===== src/rtl/i2c_bus_monitor.sv =====
// -----------------------------------------------------------------------------
// i2c_bus_monitor
//   Open-drain I2C bus resolver and cycle-based protocol observer for
//   NUM_AGENTS agents. The per-agent pull-down enables are wired-ANDed against
//   an implicit pull-up. The resolved lines and the enables are synchronised
//   onto i_system_clock. The block reports START/STOP, captured bytes with
//   their ACK bit, per-agent arbitration loss and SCL-stretch timeout.
//
//   Optional feature macro: I2C_BUS_XCHECK_EN
//     defined   : X/Z on the enables or on the synchronised lines sets the
//                 sticky o_x_err flag, and a simulation assertion fires.
//     undefined : o_x_err is tied low and no checking logic is built.
// -----------------------------------------------------------------------------
module i2c_bus_monitor #(
  parameter int NUM_AGENTS  = 2,
  parameter int SYNC_STAGES = 2,
  parameter int TIMEOUT_W   = 16
) (
  input  logic                  i_system_clock,
  input  logic                  i_reset,
  input  logic [NUM_AGENTS-1:0] i_sda_oe,
  input  logic [NUM_AGENTS-1:0] i_scl_oe,
  input  logic [TIMEOUT_W-1:0]  i_timeout_limit,
  output logic                  o_sda_bus,
  output logic                  o_scl_bus,
  output logic                  o_sda_s,
  output logic                  o_scl_s,
  output logic                  o_bus_busy,
  output logic                  o_start_det,
  output logic                  o_stop_det,
  output logic                  o_byte_valid,
  output logic [7:0]            o_byte_data,
  output logic                  o_byte_ack,
  output logic [NUM_AGENTS-1:0] o_arb_lost,
  output logic                  o_stretch_timeout,
  output logic                  o_x_err
);

  typedef enum logic [1:0] {
    ST_IDLE = 2'd0,
    ST_BIT  = 2'd1,
    ST_ACK  = 2'd2
  } state_t;

  // Wired-AND bus resolution (any agent pulling low wins)
  logic w_sda_bus;
  logic w_scl_bus;

  // Synchroniser chains: lines and the per-agent enables travel together so
  // that the enables stay aligned with the lines they are compared against.
  logic [SYNC_STAGES-1:0] r_sda_sync;
  logic [SYNC_STAGES-1:0] r_scl_sync;
  logic [NUM_AGENTS-1:0]  r_sda_oe_sync [SYNC_STAGES];
  logic [NUM_AGENTS-1:0]  r_scl_oe_sync [SYNC_STAGES];
  logic                   r_sda_q;
  logic                   r_scl_q;

  logic                   w_sda_s;
  logic                   w_scl_s;
  logic [NUM_AGENTS-1:0]  w_sda_oe_s;
  logic [NUM_AGENTS-1:0]  w_scl_oe_s;

  // Bus condition decode
  logic w_start;
  logic w_stop;
  logic w_scl_rise;

  // Protocol state
  state_t                r_state;
  logic [2:0]            r_bit_cnt;
  logic [7:0]            r_shift;
  logic                  r_bus_busy;
  logic                  r_start_det;
  logic                  r_stop_det;
  logic                  r_byte_valid;
  logic [7:0]            r_byte_data;
  logic                  r_byte_ack;
  logic [NUM_AGENTS-1:0] r_active;
  logic [NUM_AGENTS-1:0] r_arb_lost;
  logic [NUM_AGENTS-1:0] w_arb_loss;

  // Stretch timeout
  logic [TIMEOUT_W-1:0] r_stretch_cnt;
  logic [TIMEOUT_W-1:0] w_stretch_inc;
  logic                 r_stretch_timeout;

  assign w_sda_bus = ~|i_sda_oe;
  assign w_scl_bus = ~|i_scl_oe;

  assign w_sda_s    = r_sda_sync[SYNC_STAGES-1];
  assign w_scl_s    = r_scl_sync[SYNC_STAGES-1];
  assign w_sda_oe_s = r_sda_oe_sync[SYNC_STAGES-1];
  assign w_scl_oe_s = r_scl_oe_sync[SYNC_STAGES-1];

  // START: SDA falls while SCL is stable high; STOP: SDA rises likewise.
  assign w_start    = w_scl_s & r_scl_q & r_sda_q & ~w_sda_s;
  assign w_stop     = w_scl_s & r_scl_q & ~r_sda_q & w_sda_s;
  assign w_scl_rise = ~r_scl_q & w_scl_s;

  assign w_stretch_inc = r_stretch_cnt + TIMEOUT_W'(1'b1);

  // Synchronise resolved lines and enables; keep a one-cycle-delayed copy
  always_ff @(posedge i_system_clock) begin
    if (i_reset) begin
      r_sda_sync <= {SYNC_STAGES{1'b1}};
      r_scl_sync <= {SYNC_STAGES{1'b1}};
      for (int k = 0; k < SYNC_STAGES; k++) begin
        // Enables reset to "released", consistent with idle-high lines
        r_sda_oe_sync[k] <= {NUM_AGENTS{1'b0}};
        r_scl_oe_sync[k] <= {NUM_AGENTS{1'b0}};
      end
      r_sda_q <= 1'b1;
      r_scl_q <= 1'b1;
    end else begin
      r_sda_sync[0]    <= w_sda_bus;
      r_scl_sync[0]    <= w_scl_bus;
      r_sda_oe_sync[0] <= i_sda_oe;
      r_scl_oe_sync[0] <= i_scl_oe;
      for (int k = 1; k < SYNC_STAGES; k++) begin
        r_sda_sync[k]    <= r_sda_sync[k-1];
        r_scl_sync[k]    <= r_scl_sync[k-1];
        r_sda_oe_sync[k] <= r_sda_oe_sync[k-1];
        r_scl_oe_sync[k] <= r_scl_oe_sync[k-1];
      end
      r_sda_q <= w_sda_s;
      r_scl_q <= w_scl_s;
    end
  end

  // Arbitration loss: an active agent released SDA but sampled it low
  always_comb begin
    w_arb_loss = {NUM_AGENTS{1'b0}};
    if (w_scl_rise && ((r_state == ST_BIT) || (r_state == ST_ACK))) begin
      w_arb_loss = r_active & ~w_sda_oe_s & {NUM_AGENTS{~w_sda_s}};
    end else begin
      w_arb_loss = {NUM_AGENTS{1'b0}};
    end
  end

  // Protocol FSM with registered event pulses, byte capture and arbitration
  always_ff @(posedge i_system_clock) begin
    if (i_reset) begin
      r_state      <= ST_IDLE;
      r_bit_cnt    <= 3'd0;
      r_shift      <= 8'h00;
      r_bus_busy   <= 1'b0;
      r_start_det  <= 1'b0;
      r_stop_det   <= 1'b0;
      r_byte_valid <= 1'b0;
      r_byte_data  <= 8'h00;
      r_byte_ack   <= 1'b0;
      r_active     <= {NUM_AGENTS{1'b0}};
      r_arb_lost   <= {NUM_AGENTS{1'b0}};
    end else begin
      r_start_det  <= w_start;
      r_stop_det   <= w_stop;
      r_byte_valid <= 1'b0;
      r_arb_lost   <= w_arb_loss;

      // An agent becomes an arbitration participant by clocking SCL while
      // the bus is owned; loss clears it even if it is still clocking.
      if (w_start || w_stop) begin
        r_active <= {NUM_AGENTS{1'b0}};
      end else begin
        r_active <= (r_active | (w_scl_oe_s & {NUM_AGENTS{r_bus_busy}})) & ~w_arb_loss;
      end

      if (w_start) begin
        // Also covers repeated START: any partial byte is dropped silently
        r_state    <= ST_BIT;
        r_bit_cnt  <= 3'd0;
        r_shift    <= 8'h00;
        r_bus_busy <= 1'b1;
      end else if (w_stop) begin
        r_state    <= ST_IDLE;
        r_bit_cnt  <= 3'd0;
        r_bus_busy <= 1'b0;
      end else begin
        case (r_state)
          ST_IDLE: begin
            r_state <= ST_IDLE;
          end
          ST_BIT: begin
            if (w_scl_rise) begin
              r_shift <= {r_shift[6:0], w_sda_s};
              if (r_bit_cnt == 3'd7) begin
                r_bit_cnt <= 3'd0;
                r_state   <= ST_ACK;
              end else begin
                r_bit_cnt <= r_bit_cnt + 3'd1;
              end
            end
          end
          ST_ACK: begin
            if (w_scl_rise) begin
              r_byte_ack   <= ~w_sda_s;
              r_byte_data  <= r_shift;
              r_byte_valid <= 1'b1;
              r_bit_cnt    <= 3'd0;
              r_state      <= ST_BIT;
            end
          end
          default: begin
            r_state    <= ST_IDLE;
            r_bit_cnt  <= 3'd0;
            r_bus_busy <= 1'b0;
          end
        endcase
      end
    end
  end

  // SCL-low counter while busy; pulse on the cycle the count reaches the limit
  always_ff @(posedge i_system_clock) begin
    if (i_reset) begin
      r_stretch_cnt     <= {TIMEOUT_W{1'b0}};
      r_stretch_timeout <= 1'b0;
    end else begin
      r_stretch_timeout <= 1'b0;
      if (r_bus_busy && !w_scl_s) begin
        // Saturating count: holding at all-ones can never re-match a
        // non-zero limit, so the pulse is issued once per low period.
        if (!(&r_stretch_cnt)) begin
          r_stretch_cnt <= w_stretch_inc;
          if ((w_stretch_inc == i_timeout_limit) &&
              (i_timeout_limit != {TIMEOUT_W{1'b0}})) begin
            r_stretch_timeout <= 1'b1;
          end
        end else begin
          r_stretch_cnt <= r_stretch_cnt;
        end
      end else begin
        r_stretch_cnt <= {TIMEOUT_W{1'b0}};
      end
    end
  end

`ifdef I2C_BUS_XCHECK_EN
  logic r_x_err;

  // Sticky unknown-value detector on bus enables and synchronised lines
  always_ff @(posedge i_system_clock) begin
    if (i_reset) begin
      r_x_err <= 1'b0;
    end else if ($isunknown({i_sda_oe, i_scl_oe, w_sda_s, w_scl_s})) begin
      r_x_err <= 1'b1;
    end else begin
      r_x_err <= r_x_err;
    end
  end

  i2c_bus_monitor_xcheck #(
    .W (2 * NUM_AGENTS + 2)
  ) u_xcheck (
    .i_clk   (i_system_clock),
    .i_reset (i_reset),
    .i_vec   ({i_sda_oe, i_scl_oe, w_sda_s, w_scl_s})
  );

  assign o_x_err = r_x_err;
`else
  assign o_x_err = 1'b0;
`endif

  assign o_sda_bus         = w_sda_bus;
  assign o_scl_bus         = w_scl_bus;
  assign o_sda_s           = w_sda_s;
  assign o_scl_s           = w_scl_s;
  assign o_bus_busy        = r_bus_busy;
  assign o_start_det       = r_start_det;
  assign o_stop_det        = r_stop_det;
  assign o_byte_valid      = r_byte_valid;
  assign o_byte_data       = r_byte_data;
  assign o_byte_ack        = r_byte_ack;
  assign o_arb_lost        = r_arb_lost;
  assign o_stretch_timeout = r_stretch_timeout;

endmodule

`ifdef I2C_BUS_XCHECK_EN
// Simulation-only observer: flags any X/Z on the monitored bus vector.
module i2c_bus_monitor_xcheck #(
  parameter int W = 6
) (
  input logic         i_clk,
  input logic         i_reset,
  input logic [W-1:0] i_vec
);

  a_no_unknown: assert property (@(posedge i_clk) disable iff (i_reset)
                                 !$isunknown(i_vec));

endmodule
`endif

===== config.mk =====
export PLATFORM = sky130hd
export DESIGN_NAME = i2c_bus_monitor
export DESIGN_NICKNAME = d
export VERILOG_FILES = /design/src/rtl/i2c_bus_monitor.sv
export SDC_FILE = /design/constraint.sdc
export NUM_CORES = 1
export LEC_CHECK = 0
export CAP_MARGIN = 20
export CORE_MARGIN = 10
export CORE_UTILIZATION = 49
export CTS_BUF_LIST = sky130_fd_sc_hd__clkbuf_4 sky130_fd_sc_hd__clkbuf_8 sky130_fd_sc_hd__clkbuf_16
export CTS_CLUSTER_DIAMETER = 40
export DETAILED_ROUTE_END_ITERATION = 8
export HOLD_SLACK_MARGIN = 0.02
export PLACE_DENSITY = 0.84
export SKIP_CTS_REPAIR_TIMING = 1
export SLEW_MARGIN = 10
export SYNTH_ARGS = -nofsm -noshare
export SYNTH_HDL_FRONTEND = slang
export SYNTH_HIERARCHICAL = 1
export SYNTH_SLANG_ARGS = --single-unit
export TNS_END_PERCENT = 1

===== constraint.sdc =====
create_clock -name i_system_clock -period 1.8 [get_ports i_system_clock]
set_input_delay 0.54 -clock i_system_clock [delete_from_list [all_inputs] [get_ports i_system_clock]]
set_output_delay 0.54 -clock i_system_clock [all_outputs]
set_load 0.05 [all_outputs]

# Word level (Yosys, flattened, before mapping)
# Memories as Yosys holds them, arrays and structs flattened.
# Index checks and enable logic that the tools add are counted.
[totals]
regBits = 53
ram_bits = 8
output_inout_bits = 21
wordCells = 106
memories = 2
[classes]
n_addsub = 2
n_eq_ne = 11
mux = 23
bitwise_logic = 25
reduce_logical = 25
[mem_list]
columns = ["name", "depth", "word_bits", "read_ports", "rd_ports_with_merged_regs", "write_ports", "line_no", "source"]
rows = [
  ["r_scl_oe_sync", 2, 2, 2, 0, 2, "54", "logic [NUM_AGENTS-1:0] r_scl_oe_sync [SYNC_STAGES];"],
  ["r_sda_oe_sync", 2, 2, 2, 0, 2, "53", "logic [NUM_AGENTS-1:0] r_sda_oe_sync [SYNC_STAGES];"],
]
[op_table]
columns = ["operator", "count"]
rows = [
  ["adder 16 x 1 -> 16 bit (second input constant)", 1],
  ["== test 16 bit", 1],
  ["two-way mux 2 bit", 8],
  ["AND reduction 16 bit", 1],
  ["nonzero test 16 bit", 1],
  ["AND reduction 3 bit", 4],
  ["two-way mux 1 bit", 10],
  ["OR reduction 2 bit", 5],
  ["two-way mux 3 bit", 3],
  ["case mux 3 bit (3 select lines)", 1],
  ["OR reduction 3 bit", 3],
  ["bitwise AND 2 bit", 4],
  ["!= test 4 bit (second input constant)", 2],
  ["inverter 1 bit", 8],
  ["bitwise AND 1 bit", 6],
  ["!= test 2 bit (second input constant)", 2],
  ["!= test 4 x 3 -> 1 bit (second input constant)", 1],
  ["inverter 2 bit", 2],
  ["OR 1 bit", 4],
  ["case mux 2 bit (2 select lines)", 1],
  ["AND reduction 4 bit", 1],
  ["OR reduction 4 bit", 1],
  ["adder 3 x 1 -> 3 bit (second input constant)", 1],
  ["== test 3 bit (second input constant)", 1],
  ["other kinds (9)", 14],
]

# Longest topological paths before layout
# Gate-level depths: netlist of the first run.
# An unclocked memory read counts as a cell.
[depth]
depth_word = 7
ltp_mapped = 8

# Least setup slack after synthesis of the first run
# Ideal clock, no wire load.
[synth_path]
path_kind = "reg-to-reg"
start = "register r_bus_busy, in the netlist o_bus_busy"
end = "register r_stretch_timeout, in the netlist o_stretch_timeout"
setup_ns = 0.088
t_arrival_ns = 2.006
slack_ns = -0.294
path_stages_with_launch = 8
path_buffers = 1
path_cell_list = "dfxtp_1 > or3b_1 > buf_2 > nor2_1 > nand4_1 > nor4_1 > o2111ai_1 > nor4_2"
[synth_via]
elab_chain_cells = 3
[synth_lines]
columns = ["item", "line_no", "source"]
rows = [
  ["start: declaration", "72", "logic r_bus_busy;"],
  ["start signal: assignment", "146", "r_bus_busy <= 1'b0;"],
  ["start signal: assignment", "173", "r_bus_busy <= 1'b1;"],
  ["start signal: assignment", "177", "r_bus_busy <= 1'b0;"],
  ["logical AND 1 bit", "220", "if (r_bus_busy && !w_scl_s) begin"],
  ["inverter 1 bit (no line)", "n/a", ""],
  ["OR reduction 3 bit (no line)", "n/a", ""],
  ["end signal: assignment", "217", "r_stretch_timeout <= 1'b0;"],
  ["end signal: assignment", "219", "r_stretch_timeout <= 1'b0;"],
  ["end signal: assignment", "227", "r_stretch_timeout <= 1'b1;"],
  ["end: declaration", "85", "logic r_stretch_timeout;"],
]
# No other way between the ends.
# A chain may end at the register's enable or synchronous reset.

# Final worst setup path of the first run
[layout_path]
start = "register r_stretch_cnt[0]"
end = "register r_stretch_timeout, in the netlist o_stretch_timeout"
[layout_via]
elab_chain_cells = 4
word_cells_on_any_way = 6
[layout_lines]
columns = ["item", "line_no", "source"]
rows = [
  ["start: declaration", "83", "logic [TIMEOUT_W-1:0] r_stretch_cnt;"],
  ["start signal: assignment", "216", "r_stretch_cnt <= {TIMEOUT_W{1'b0}};"],
  ["start signal: assignment", "224", "r_stretch_cnt <= w_stretch_inc;"],
  ["start signal: assignment", "230", "r_stretch_cnt <= r_stretch_cnt;"],
  ["adder 16 x 1 -> 16 bit", "100", "assign w_stretch_inc = r_stretch_cnt + TIMEOUT_W'(1'b1);"],
  ["== test 16 bit", "225", "if ((w_stretch_inc == i_timeout_limit) &&"],
  ["logical AND 1 bit", "225", ""],
  ["two-way mux 1 bit", "225", ""],
]
# Parallel ways exist; a longest one is shown, timed or not.

==> results.cfg, run 1 <==
[outcome]
status = finished, violations left
violations = negative setup slack

[floorplan]
rows = 27
die_x_um = 96.8
pin_count = 43
die_area_sq_um = 9370
coreArea_sq_um = 5610
initial_core_util_pct = 51.5
dieHeight_um = 96.8

[critical_path]
r2r-start = r_stretch_cnt[0]
reg2reg_to = o_stretch_timeout
arrival_ps = 2090
worstSetupPathType = reg2reg
reg2reg_depth = 7
cp-end-kind = register
crit_required_ps = 2050
r2r_setup_slack_ps = -40
critPathMaxFanout = 5
crit_start = r_stretch_cnt[0]
cp-start-kind = register

[final_layout]
post-route-util_pct = 70.7
fillers = 456
layout-drive-gt1-share_pct = 26.4
final_nets = 450
syn2layout_area_growth_pct = 37.1
final_common_cell = buf_4
antennaDiodeCount = 0
fin_area_sq_um = 3960
layout_common_cells = buf_4 (63), dfxtp_1 (56), a21oi_1 (40), nand3_1 (29), nand2_1 (28)

[sta]
rsz0062_at_grt = yes
slew_headroom_pct = 63.1
worst_slack_ps = -39.7
max_freq_ghz = 0.544
worst_pin_slew_ps = 552
clock_skew_ps = 3.82
report.final.slew_viol_count = 0
period_share_pct = 102
final-setup-viol-count = 1
hold_viol = 0
finalCriticalPeriod_ps = 1840

[synth]
synth_area_per_cell_sq_um = 8.48
synth_nets = 370
synth_top_area_share_pct = 42.3
syn_area_sq_um = 2890
ys_top_cells_by_area = dfxtp_1 (42%), a21oi_1 (6.9%), xnor2_1 (6.7%)
ys_ff_latch = 61
synth_seq_area_share_pct = 42.3
netlist_instances = 341
ys_types = 41
synth.yosys.warnings = 6
netlist.top_cell.by_area = dfxtp_1

[clocking]
clk_pin_slew_ps = 60
cts.sinks = 61
h-tree-depth = 3
cts_tree = done
clock_latency_ps = 330
cts-buffers-inserted = 9
clockRootBuffer = clkbuf_8
clockBufferDepth = 2

[drt]
drt_first_iter_violations = 99
drtAntennaViolNets = 0
vias = 2723
wl_um = 7280
wl_met3_um = 390
top_layer = met4
dr.pass1.iters = 4
avgRoutedWirePerCell_um = 14.6
drc = 0
via_per_inst = 5.48
wl_met1_um = 3120
wl_met2_um = 3650

[placed_design]
gp_congestion = 0.932
dpl_cell_area_sq_um = 3720
hpwl_um = 5340
port_buffers = 41

[power]
leakagePower_nw = 1.53
finalPower_mw = 2.69
vdd_ir_drop_max_uv = 648
pwr_density_cell_nw_per_um2 = 680

[hold_path]
hp-class = reg2reg
worstHoldStart = r_sda_sync[0]
holdPathEnd = r_sda_sync[1]
min_path_cells = 1

[job]
drv_cap = 0

[grt]
antenna_found_initial = 0
overflow = 0
grt_max_degree = 30
grt_usage_pct = 15.2
first_global_vias = 2732
grt_pass1_wl_um = 12300
## area by class of cell
type / instances / area [sq um] / area share, %
sequential: 61 / 1230 / 31.1
clock inverter: 2 / 10.0 / 0.253
tap: 72 / 90.1 / 2.27
inverter: 9 / 33.8 / 0.852
multi-input combinational: 250 / 1620 / 41.0
timing repair buffer: 90 / 813 / 20.5
clock buffer: 13 / 160 / 4.04
## state kept, by name, indices dropped and copies added, names as in the netlist, 3 cells and up
register       count
r_sda_oe_sync      4
r_stretch_cnt     16
o_byte_data        8
r_scl_oe_sync      4
r_shift            8
r_bit_cnt          3
## Yosys cell counts
cell type / instances
nand3_1: 29
or3_1: 1
a211o_1: 1
a31oi_1: 6
dfxtp_1: 61
xnor2_1: 22
o2111ai_1: 2
nand2b_1: 6
inv_1: 9
or3b_1: 1
o22ai_1: 1
clkbuf_1: 11
xor2_1: 5
nand2_1: 28
nand4_1: 5
nand4_2: 2
buf_2: 7
nor4_1: 8
nand3b_1: 4
buf_4: 2
and4_1: 2
a2111oi_2: 1
o21bai_1: 2
o32ai_1: 1
o21ai_0: 12
or2_2: 4
mux2i_1: 3
and4_4: 2
a311oi_1: 2
a21oi_1: 40
buf_6: 1
nor3_1: 3
nor2_1: 23
conb_1: 1
nor4b_1: 3
a211oi_1: 3
nor4_2: 1
nand4b_1: 1
and3_1: 6
ha_1: 7
nor2b_1: 12
## worst max-delay path by stage
| stage | slack, ps | cells past startpoint | end |
|---|---|---|---|
| detailed placement | -410 | 7 | o_stretch_timeout |
| finish | -40 | 7 | o_stretch_timeout |
| floorplan | 20 | 8 | o_stretch_timeout |
| CTS | -190 | 7 | o_stretch_timeout |
| global route | -120 | 6 | o_stretch_timeout |
| global placement | -340 | 7 | o_stretch_timeout |
## metal layers
metal	GRT usage, %	up-vias
met2	25.6	76
met3	5.04	15
li1	-	1355
met1	17.3	1277
met5	0	-
met4	6.09	0
## power breakdown
group | internal, mW | switching [mW] | total, mW
sequential | 1.37 | 0.0160 | 1.39
clock | 0.571 | 0.473 | 1.04
combinational | 0.132 | 0.133 | 0.265
total | 2.07 | 0.622 | 2.69
## cells by family after synthesis
logic type,Yosys count,share of synthesized area [%]
AOI/OAI and AO/OA,71,14.2
and+or+nand+nor,141,26.5
buffers and inverters,30,4.72
other,1,0.130
adders and majority gates,7,3.03
muxes,3,1.04
DFF,61,42.3
xor gates and xnor gates,27,8.18
## metrics by stage
stage | setup TNS, ps | hold slack (ps) | setup WS, ps | instances
after floorplan | 0 | 389 | 15.4 | 341
after global placement | -1040 | 392 | -342 | 482
after detailed placement | -1580 | 394 | -409 | 482
after CTS | -345 | 408 | -185 | 497
after global routing | -122 | 424 | -122 | 497
final | -39.7 | 407 | -39.7 | 497
## critical path, stage by stage (launching register included)
cell and delay, ps:
dfxtp_4 380, ha_4 150, and3_4 230, nand4_4 110
and3_4 190, a2111oi_4 320, nand4_1 160, nor4_2 220
(Power assumes the default switching activity.)
==> run 2, diff against run 1 <==
--- a/config.mk
+++ b/config.mk
@@ -5,14 +5,13 @@
 export SDC_FILE = /design/constraint.sdc
 export NUM_CORES = 1
 export LEC_CHECK = 0
-export CAP_MARGIN = 20
 export CORE_MARGIN = 10
-export CORE_UTILIZATION = 49
+export CORE_UTILIZATION = 54
 export CTS_BUF_LIST = sky130_fd_sc_hd__clkbuf_4 sky130_fd_sc_hd__clkbuf_8 sky130_fd_sc_hd__clkbuf_16
 export CTS_CLUSTER_DIAMETER = 40
 export DETAILED_ROUTE_END_ITERATION = 8
 export HOLD_SLACK_MARGIN = 0.02
-export PLACE_DENSITY = 0.84
+export PLACE_DENSITY = 0.88
 export SKIP_CTS_REPAIR_TIMING = 1
 export SLEW_MARGIN = 10
 export SYNTH_ARGS = -nofsm -noshare
==> constraint.sdc (replaced) <==
create_clock -name i_system_clock -period 1.82 [get_ports i_system_clock]
set_input_delay 0.546 -clock i_system_clock [delete_from_list [all_inputs] [get_ports i_system_clock]]
set_output_delay 0.546 -clock i_system_clock [all_outputs]
set_load 0.05 [all_outputs]
==> results.cfg, run 2 (synthesis results as in run 1) <==
[sta]
worst_pin_slew_ps = 558
finalCriticalPeriod_ps = 1910
timing.hold.ws_ps = 435
slew_headroom_pct = 62.7
period_share_pct = 105
hold_viol = 0
clock_skew_ps = 7.93
rsz0062_at_grt = yes
fin_tns_setup_ps = -174
worst_slack_ps = -87.3
report.final.slew_viol_count = 0
final-setup-viol-count = 3
max_freq_ghz = 0.524

[placed_design]
place_ws_ps = -387
port_buffers = 41
gp_congestion = 0.813
hpwl_um = 5490
dp_cells = 479
dpl_cell_area_sq_um = 3680

[clocking]
cts_tree = done
cts.sinks = 61
h-tree-depth = 3
clock_latency_ps = 330
clk_pin_slew_ps = 70
clockRootBuffer = clkbuf_8
clockBufferDepth = 2
cts-buffers-inserted = 9

[drt]
drtAntennaViolNets = 0
via_per_inst = 5.61
dr.pass1.iters = 4
drc = 0
wl_um = 8200
vias = 2783
drt_first_iter_violations = 120
avgRoutedWirePerCell_um = 16.5

[grt]
grt_pass1_wl_um = 13100
overflow = 0
grt_usage_pct = 18.7
first_global_vias = 2832
grt_max_degree = 30
antenna_found_initial = 0

[power]
leakagePower_nw = 1.54
finalPower_mw = 2.82
vdd_ir_drop_max_uv = 930
pwr_density_cell_nw_per_um2 = 705

[final_layout]
layout_common_cells = buf_4 (60), dfxtp_1 (57), a21oi_1 (40), nand3_1 (29), nand2_1 (27)
antennaDiodeCount = 0
final_cell_count_no_fill = 496
final_nets = 450
final_common_cell = buf_4
largest_reg_flops = 16
post-route-util_pct = 77.8
regMostFlops = r_stretch_cnt
syn2layout_area_growth_pct = 38.4
layout-drive-gt1-share_pct = 27.2
fin_area_sq_um = 4000

[job]
drv_cap = 0

[floorplan]
coreArea_sq_um = 5140
dieHeight_um = 93.2
initial_core_util_pct = 56.2
die_area_sq_um = 8680
pin_count = 43
rows = 26
die_x_um = 93.2

[critical_path]
reg2reg_to = o_stretch_timeout
critPathMaxFanout = 4
cp-start-kind = register
r2r_setup_slack_ps = -90
crit_required_ps = 2070
worstSetupPathType = reg2reg
arrival_ps = 2160
cp-end-kind = register
r2r-start = r_stretch_cnt[0]
crit_start = r_stretch_cnt[0]
reg2reg_depth = 8

[outcome]
status = finished, violations left
violations = negative setup slack

[hold_path]
min_path_cells = 1
hp-class = reg2reg
worstHoldStart = r_sda_oe_sync[0][3]
holdPathEnd = o_arb_lost[1]
## run 2: cell count changes in the layout (fill, tap and decap cells not counted), sizes merged
cell           delta
bufinv            +1
clkbuf            -2
clkdlybuf4s50     -1
clkinv            +2
dlymetal6s2s      +1
## run 2: worst max-delay path by stage
| stage | endpoint | slack, ps | cells after the start |
|---|---|---|---|
| global placement | o_stretch_timeout | -340 | 7 |
| floorplan | o_stretch_timeout | 4 | 8 |
| CTS | o_stretch_timeout | -120 | 7 |
| finish | o_stretch_timeout | -90 | 8 |
| detailed placement | o_stretch_timeout | -390 | 7 |
| global route | o_stretch_timeout | -220 | 8 |
## run 2: metal layers
layer,track usage [%],part of all wire [%],vias to the layer above
met2,32.9,51,79
met5,0,0,-
li1,-,-,1362
met3,5.52,4.2,20
met4,8.87,2.7,0
met1,20.0,42,1322
## run 2: final cells by class
class / count / area, sq um
multi-input combinational: 250 / 1640
sequential: 61 / 1230
fill: 354 / 1140
timing repair buffer: 90 / 818
clock buffer: 11 / 145
tap: 70 / 87.6
clock inverter: 5 / 50.0
inverter: 9 / 33.8
## run 2: critical path, stage by stage, from the launching register on
cell and delay [ps]:
dfxtp_4 360, ha_4 160, and3_4 190, buf_6 130, xnor2_4 130, xnor2_1 140, a311oi_2 300, o2111ai_2 160
nor4_2 260
## run 2: report_power, final
part           switching [mW]  leakage [nW]  internal (mW)
sequential             0.0214         0.496           1.36
combinational           0.134         0.942          0.125
clock                   0.509         0.106          0.675
total                   0.665          1.54           2.16
